File: src/rtl/egress_arbiter.sv
// Egress arbiter: a round-robin grant among NUM_PORTS inputs that target PORT_ID, feeding a FIFO_DEPTH-entry output queue.
// Optional accepted-packet counter on pkt_count, enabled by defining EGRESS_ARBITER_STATS_EN.
module egress_arbiter #(
    parameter int NUM_PORTS  = 4,
    parameter int DATA_WIDTH = 8,
    parameter int FIFO_DEPTH = 4,
    parameter int PORT_ID    = 0
) (
    input  logic                            clk,
    input  logic                            rst_n,
    input  logic [NUM_PORTS-1:0]            req_valid,
    input  logic [4*NUM_PORTS-1:0]          req_source,
    input  logic [4*NUM_PORTS-1:0]          req_target,
    input  logic [DATA_WIDTH*NUM_PORTS-1:0] req_data,
    output logic [NUM_PORTS-1:0]            req_ready,
    output logic                            out_valid,
    output logic [3:0]                      out_source,
    output logic [3:0]                      out_target,
    output logic [DATA_WIDTH-1:0]           out_data,
    input  logic                            out_ready,
    output logic [$clog2(FIFO_DEPTH):0]     fifo_count,
    output logic [15:0]                     pkt_count
);
    localparam int AW = $clog2(FIFO_DEPTH);
    localparam int CW = AW + 1;
    localparam int RW = (NUM_PORTS > 1) ? $clog2(NUM_PORTS) : 1;

    logic [AW-1:0]         r_wr_ptr;
    logic [AW-1:0]         r_rd_ptr;
    logic [CW-1:0]         r_count;
    logic [RW-1:0]         r_rr_ptr;
    logic [3:0]            r_mem_src  [FIFO_DEPTH];
    logic [3:0]            r_mem_tgt  [FIFO_DEPTH];
    logic [DATA_WIDTH-1:0] r_mem_data [FIFO_DEPTH];

    logic [NUM_PORTS-1:0]  w_elig;
    logic [NUM_PORTS-1:0]  w_grant;
    logic                  w_any;
    logic [RW-1:0]         w_win;
    logic                  w_full;
    logic                  w_push;
    logic                  w_pop;

    always_comb begin
        w_elig = '0;
        for (int i = 0; i < NUM_PORTS; i++) begin
            w_elig[i] = req_valid[i] & req_target[4*i+PORT_ID];
        end
    end

    // Search starts at r_rr_ptr and wraps; first eligible input wins.
    always_comb begin
        int idx;
        idx     = 0;
        w_any   = 1'b0;
        w_win   = '0;
        w_grant = '0;
        for (int k = 0; k < NUM_PORTS; k++) begin
            idx = int'(r_rr_ptr) + k;
            if (idx >= NUM_PORTS) idx = idx - NUM_PORTS;
            if (!w_any && w_elig[idx]) begin
                w_any = 1'b1;
                w_win = RW'(idx);
            end
        end
        if (w_any) w_grant[w_win] = 1'b1;
    end

    assign w_full    = (r_count == CW'(FIFO_DEPTH));
    assign req_ready = (w_any && !w_full && !rst_n) ? w_grant : '0;
    assign w_push    = |(req_valid & req_ready);
    assign out_valid = (r_count != '0);
    assign w_pop     = out_valid & out_ready;

    always_ff @(posedge clk or posedge rst_n) begin
        if (rst_n) begin
            r_wr_ptr <= '0;
            r_rd_ptr <= '0;
            r_count  <= '0;
            r_rr_ptr <= '0;
        end else begin
            if (w_push) r_wr_ptr <= r_wr_ptr + AW'(1);
            if (w_pop)  r_rd_ptr <= r_rd_ptr + AW'(1);
            case ({w_push, w_pop})
                2'b10:   r_count <= r_count + CW'(1);
                2'b01:   r_count <= r_count - CW'(1);
                default: r_count <= r_count;
            endcase
            if (w_push) r_rr_ptr <= (w_win == RW'(NUM_PORTS-1)) ? '0 : w_win + RW'(1);
        end
    end

    // Queue storage carries no reset; occupancy alone decides what is visible.
    always_ff @(posedge clk) begin
        if (w_push) begin
            r_mem_src[r_wr_ptr]  <= req_source[4*int'(w_win) +: 4];
            r_mem_tgt[r_wr_ptr]  <= req_target[4*int'(w_win) +: 4];
            r_mem_data[r_wr_ptr] <= req_data[DATA_WIDTH*int'(w_win) +: DATA_WIDTH];
        end
    end

    assign out_source = out_valid ? r_mem_src[r_rd_ptr]  : '0;
    assign out_target = out_valid ? r_mem_tgt[r_rd_ptr]  : '0;
    assign out_data   = out_valid ? r_mem_data[r_rd_ptr] : '0;
    assign fifo_count = r_count;

`ifdef EGRESS_ARBITER_STATS_EN
    logic [15:0] r_pkt_cnt;

    always_ff @(posedge clk or posedge rst_n) begin
        if (rst_n) begin
            r_pkt_cnt <= '0;
        end else if (w_push && r_pkt_cnt != 16'hFFFF) begin
            r_pkt_cnt <= r_pkt_cnt + 16'd1;
        end
    end

    assign pkt_count = r_pkt_cnt;
`else
    assign pkt_count = '0;
`endif

endmodule

File: config.mk
export PLATFORM = sky130hd
export DESIGN_NAME = egress_arbiter
export DESIGN_NICKNAME = d
export VERILOG_FILES = /design/src/rtl/egress_arbiter.sv
export SDC_FILE = /design/constraint.sdc
export NUM_CORES = 1
export LEC_CHECK = 0
export BUFFER_PORTS_ARGS = -buffer_cell sky130_fd_sc_hd__buf_2
export CORE_ASPECT_RATIO = 0.75
export CORE_MARGIN = 2
export CORE_UTILIZATION = 52
export CTS_CLUSTER_DIAMETER = 30
export DETAILED_ROUTE_END_ITERATION = 7
export PLACE_DENSITY = 0.81
export SLEW_MARGIN = 5
export SYNTH_ARGS = -nofsm -noshare
export SYNTH_HDL_FRONTEND = slang
export SYNTH_SLANG_ARGS = --single-unit
File: constraint.sdc
create_clock -name clk -period 3.7 [get_ports clk]
set_input_delay 0.37 -clock clk [delete_from_list [all_inputs] [get_ports clk]]
set_output_delay 0.37 -clock clk [all_outputs]
set_load 0.02 [all_outputs]
==> results of run 1 <==
worst reg2reg max path: cells and delay by family (launching register included):
kind / cells / cell delay, ns
flops: 1 / 0.44
simple gates: 2 / 0.24
xor+xnor: 2 / 0.31
compound gates: 4 / 0.64
fa+ha+maj: 3 / 0.75
buf+inv: 3 / 0.22
stage by stage:
step / hold WS [ns] / utilization [%]
2_1_floorplan: 0.198 / -
3_3_place_gp: 0.366 / 61.2
3_5_place_dp: 0.373 / 61.2
4_1_cts: 0.0118 / 63.8
5_1_grt: 0.0445 / 63.8
6_report: 0.00488 / 63.8
cell type report:
type	instances	area [um2]
flip-flops and latches	73	2150
multi-input cells	142	1370
clock buffers	16	180
fillers	508	2470
well taps	84	105
inverters	11	43.8
repair buffers	100	515
power by group through the flow:
stage / logic, mW / clock network (mW) / registers [mW]
final: 1.25 / 0.562 / 1.28
after global routing: 1.36 / 0.598 / 1.31
after CTS: 1.27 / 0.574 / 1.28
after detailed placement: 1.26 / 0 / 1.30
after global placement: 1.22 / 0 / 1.30
after floorplan: 0.983 / 0 / 1.21
sequential cells by signal (all words and copies together), names as in the netlist:
register,count
r_mem_src,16
r_mem_tgt,16
r_rd_ptr,2
fifo_count,3
r_wr_ptr,2
r_mem_data,32
r_rr_ptr,2
final timing paths:
path / endpoint / slack (ns) / depth (start not counted)
min reg2reg: fifo_count[2] / 0.51 / 1
max: out_target[0] / 1.01 / 3
min: r_rr_ptr[0] / 0.005 / 2
min in group clk: r_rd_ptr[0] / 0.44 / 3
max reg2reg: fifo_count[2] / 1.01 / 14
max in group asynchronous: fifo_count[1] / 3.43 / 2
routing by layer:
| metal | global-route usage [%] | share of wire [%] | vias up |
|---|---|---|---|
| li1 | - | - | 1052 |
| met1 | 22.9 | 41 | 1076 |
| met4 | 7.43 | 1.7 | 0 |
| met5 | 0 | 0 | - |
| met2 | 32.6 | 51 | 86 |
| met3 | 3.37 | 5.7 | 12 |
cells in the final DEF (no fill, tap or decap), types with 2 or more instances in the layout:
| master | count |
|---|---|
| clkbuf_8 | 12 |
| buf_2 | 94 |
| nand2_1 | 5 |
| ha_1 | 6 |
| dfrtp_1 | 9 |
| mux2i_1 | 46 |
| conb_1 | 16 |
| inv_1 | 9 |
| clkbuf_1 | 4 |
| nor2_1 | 6 |
| edfxtp_1 | 64 |
| a21oi_1 | 2 |
| mux2_1 | 2 |
| mux4_2 | 16 |
| and2_1 | 23 |
| xor2_1 | 3 |
| buf_4 | 6 |
| or3_1 | 2 |
| xnor2_1 | 3 |
| o221ai_1 | 2 |
kinds of logic (layout without fill, tap and decap cells):
| kind of cell | after synthesis | count (layout) | share of synthesized area, % |
|---|---|---|---|
| XOR/XNOR | 6 | 6 | 1.43 |
| multiplexers | 64 | 64 | 22.9 |
| flip-flops | 73 | 73 | 58.4 |
| AND/OR/NAND/NOR | 38 | 38 | 5.72 |
| other | 1 | 16 | 0.102 |
| buffers and inverters | 38 | 127 | 6.16 |
| adder cells (fa/ha/maj) | 7 | 7 | 2.59 |
| AO/OA/AOI/OAI | 11 | 11 | 2.65 |
==> qor.yml, run 1 <==
run_status:
  status: "finished clean"
global_routing:
  grt_start_max_net_pins: 34
  antenna_found_initial: 0
  grt_pass1_vias: 2274
  grt_pass1_wl_um: 10800
  grt_overflow: 0
  grt.total_usage_pct: 18.7
timing:
  final.period_utilization_pct: 72.8
  fmax_mhz: 371
  slew_headroom_pct: 30.2
  slew_violations: 0
  fin_setup_tns_ns: 0
  setup_violations: 0
  tightestPinTransition_ns: 1.05
  hold_viol: 0
  period_minus_slack_ns: 2.69
  worst_slack_ns: 1.01
  finClkSkew_ns: 0.00527
  rsz0062_at_grt: "no"
placement:
  port_buffers: 94
  hpwlAfterDp_um: 4860
  globalplace.congestion: 0.738
  place_inst: 410
  dp_worst_setup_slack_ns: 0.927
  place_area_um2: 4180
synth:
  netlist_top_cells_count: "64 x edfxtp_1, 46 x mux2i_1, 23 x and2_1"
  synthArstFlopShare_pct: 12.3
  syn-cell-area_um2: 3680
  synth_top_area_share_pct: 52.3
  synth-edff-count: 64
  netlist-cell-type-count: 30
  synthFlopType: "edfxtp_1"
  ys_seq_area_share_pct: 58.4
  syn_inst: 238
  synth_area_leader_cell: "edfxtp_1"
  yosys-top-cells-area: "edfxtp_1 52%, mux2i_1 13%, mux4_2 9.8%"
  synth_seq_cells: 73
  synth.most_common_cell: "edfxtp_1"
  ys.warnings.count: 0
  syn_avg_cell_area_um2: 15.4
routing:
  wirelength_um: 6870
  vias: 2226
  antenna_left: 0
  viasPerCell: 5.23
  drt_iter0_drc: 90
  avgRoutedWirePerCell_um: 16.1
  firstDrtPassIters: 4
  drc: 0
setup_path:
  cp.required_ns: 3.33
  max_stage_delay_ns: 1.04
  critPathBufInv: 1
  worstPathMaxFanout: 18
  endpoint_kind: "primary output"
  cp-start-kind: "register"
  cp_top_family: "flip-flops"
  r2r-start: "r_rr_ptr[1]"
  critical_path_arrival_ns: 2.32
  cp_slowest_cell: "dfrtp_1"
  path_class: "reg2out"
  crit_start: "r_rd_ptr[0]"
  crit_chain: "mux4_2 > and2_1 > buf_2"
power:
  pwr-share-clk_pct: 18.2
  seqPwrFrac_pct: 41.5
  combPwrFrac_pct: 40.3
  sw_frac_of_total_pct: 35.5
  power.internal_mw: 1.99
  peakVddDrop_v: 0.000319
  p_total_mw: 3.09
  p_leak_nw: 1.78
  power_density_nw_per_um2: 708
  netSwitchingPower_mw: 1.10
clock_network:
  numClockSinks: 73
  worstSkewPairLatency_ns: 0.33
  cts_root_buffer: "clkbuf_8"
  numCtsBuffers: 9
  htree_levels: 3
  tritoncts: "done"
  clockBufferDepth: 2
  cts_repair_resize_count: 0
  cts_setup_buffers: 0
  ctsHoldBuffers: 0
  clk_pin_slew_ns: 0.07
finish:
  drive_above_1_share_pct: 39.2
  nets: 415
  stdcell_count: 426
  syn_to_final_growth_pct: 18.7
  stdcell_area_um2: 4360
  n_antenna_cell: 0
floorplanning:
  dieWidth_um: 101
  die_y_um: 76.8
  die-area_um2: 7760
  fp.coreArea_um2: 6830
  num_io_pins: 111
  start_util_pct: 53.8
  row_count: 26
min_path:
  hold_class: "in2async"
job:
  drv_cap: 0
Note: power is estimated with default switching activity, not from simulation.
==> inputs of run 2 (changes only) <==
CORE_UTILIZATION = 47   (was 52)
PLACE_DENSITY = 0.77   (was 0.81)
clock period = 2.4 ns   (was 3.7 ns; I/O delays follow)
==> qor.yml, run 2 (same netlist as run 1, synthesis figures left out) <==
finish:
  regArea_um2: 2150
  syn_to_final_growth_pct: 26.3
  final_cell_mix: "92 x buf_2, 64 x edfxtp_1, 46 x mux2i_1"
  multi_input_area_um2: 1440
  layout_commonest_cell: "buf_2"
  stdcell_count: 459
  largest_reg_flops: 32
  nets: 431
  fill_cells: 579
  stdcell_area_um2: 4640
  drive_above_1_share_pct: 46.9
  final_core_util_pct: 62.2
  top_register: "r_mem_data"
  largestRegisters: "r_mem_data (32), r_mem_src (16), r_mem_tgt (16)"
  n_antenna_cell: 0
power:
  netSwitchingPower_mw: 1.76
  sw_frac_of_total_pct: 34.9
  p_total_mw: 5.03
  pwr-share-clk_pct: 18.4
  p_leak_nw: 1.88
  power.internal_mw: 3.27
  seqPwrFrac_pct: 36.5
  power_density_nw_per_um2: 1080
  combPwrFrac_pct: 45.1
  peakVddDrop_v: 0.000522
setup_path:
  cp-start-kind: "register"
  cp.required_ns: 2.38
  critPathBufInv: 2
  max_stage_delay_ns: 0.42
  endpoint_kind: "register"
  worstPathMaxFanout: 16
  crit_chain: "a32o_2 > a21oi_2 > o22ai_2 > inv_4 > ha_4 > nand2_4 > a31oi_4 > buf_4 > and2_2"
  r2r-start: "r_rr_ptr[1]"
  path_class: "reg2reg"
  reg2reg_depth: 9
  r2r_slack_ns: 0.14
  critical_path_arrival_ns: 2.24
  cp_slowest_cell: "and2_2"
  timing.rr.end: "r_mem_data[0][5]"
  cp_top_family: "compound AO/OA/AOI/OAI gates"
floorplanning:
  fp.coreArea_um2: 7470
  start_util_pct: 49.2
  dieWidth_um: 106
  die-area_um2: 8550
  die_y_um: 80.6
  row_count: 27
  num_io_pins: 111
timing:
  worst_slack_ns: 0.141
  rsz0062_at_grt: "yes"
  hold_viol: 0
  setup_violations: 0
  period_minus_slack_ns: 2.26
  fmax_mhz: 443
  finClkSkew_ns: 0.00462
  slew_violations: 0
  fin_setup_tns_ns: 0
  final.period_utilization_pct: 94.1
  whs_ns: 0.332
placement:
  port_buffers: 94
  dp_worst_setup_slack_ns: -0.00195
  globalplace.congestion: 0.759
  place_area_um2: 4350
  place_inst: 437
  hpwlAfterDp_um: 4920
min_path:
  holdPathStages: 2
  hold_start: "req_target[0]"
  hold_class: "in2reg"
  hold_end: "r_mem_tgt[3][0]"
routing:
  drt_iter0_drc: 128
  avgRoutedWirePerCell_um: 15.1
  viasPerCell: 4.92
  firstDrtPassIters: 4
  drc: 0
  vias: 2256
  antenna_left: 0
  wirelength_um: 6950
global_routing:
  antenna_found_initial: 0
  grt.total_usage_pct: 17.0
  grt_pass1_wl_um: 10800
  grt_overflow: 0
  grt_pass1_vias: 2239
  grt_start_max_net_pins: 27
clock_network:
  clockBufferDepth: 2
  clk_pin_slew_ns: 0.07
  htree_levels: 3
  numClockSinks: 73
  cts_root_buffer: "clkbuf_8"
  numCtsBuffers: 9
  worstSkewPairLatency_ns: 0.33
  tritoncts: "done"
job:
  drv_cap: 0
run_status:
  status: "finished clean"
## run 2: cell types whose count changed in the layout (fill, tap and decap cells not counted), sizes merged
cell,previous run,this run
clkinv,0,2
dlygate4sd3,0,1
buf,100,115
bufinv,0,1
clkinvlp,0,2
clkbuf,16,11
## run 2: metal layers
layer / vias up / track usage (%) / wire length (um)
li1: 1094 / - / -
met1: 1083 / 21.1 / 3060
met2: 73 / 29.4 / 3470
met3: 6 / 4.30 / 373
met4: 0 / 5.13 / 49
met5: - / 0 / 0
## run 2: cell type report
type	count	share of cell area, %
well taps	101	2.72
clock buffers	11	3.04
multi-input cells	142	31.0
flip-flops and latches	73	46.3
inverters	11	0.943
clock inverters	5	1.19
repair buffers	116	14.8
## run 2: power by group through the flow
stage	Combinational, mW	Sequential, mW	Clock (mW)
finish	2.27	1.84	0.925
global route	2.48	1.86	0.997
CTS	2.22	1.84	0.941
detailed placement	2.21	1.86	0
global placement	2.17	1.85	0
floorplan	1.55	1.86	0
## run 2: timing repair
item | in CTS | in global routing
endpoints found under the hold margin | 9 | 0
buffers inserted | 0 | 5
setup endpoints to repair | 2 | 20
resized for setup | 2 | 12
hold buffers | 1 | 0
pin swaps | 0 | 7
## run 2: how the worst max path moves through the flow
stage | startpoint | endpoint | slack [ns] | cells after the start
2_1_floorplan | r_rr_ptr[1] | fifo_count[2] | -0.16 | 15
3_3_place_gp | req_valid[1] | fifo_count[2] | 0.06 | 14
3_5_place_dp | req_valid[3] | fifo_count[2] | -0.002 | 14
4_1_cts | r_rr_ptr[0] | req_ready[0] | 0.003 | 7
5_1_grt | r_rr_ptr[1] | fifo_count[2] | -0.05 | 14
6_report | r_rr_ptr[1] | r_mem_data[0][5] | 0.14 | 9
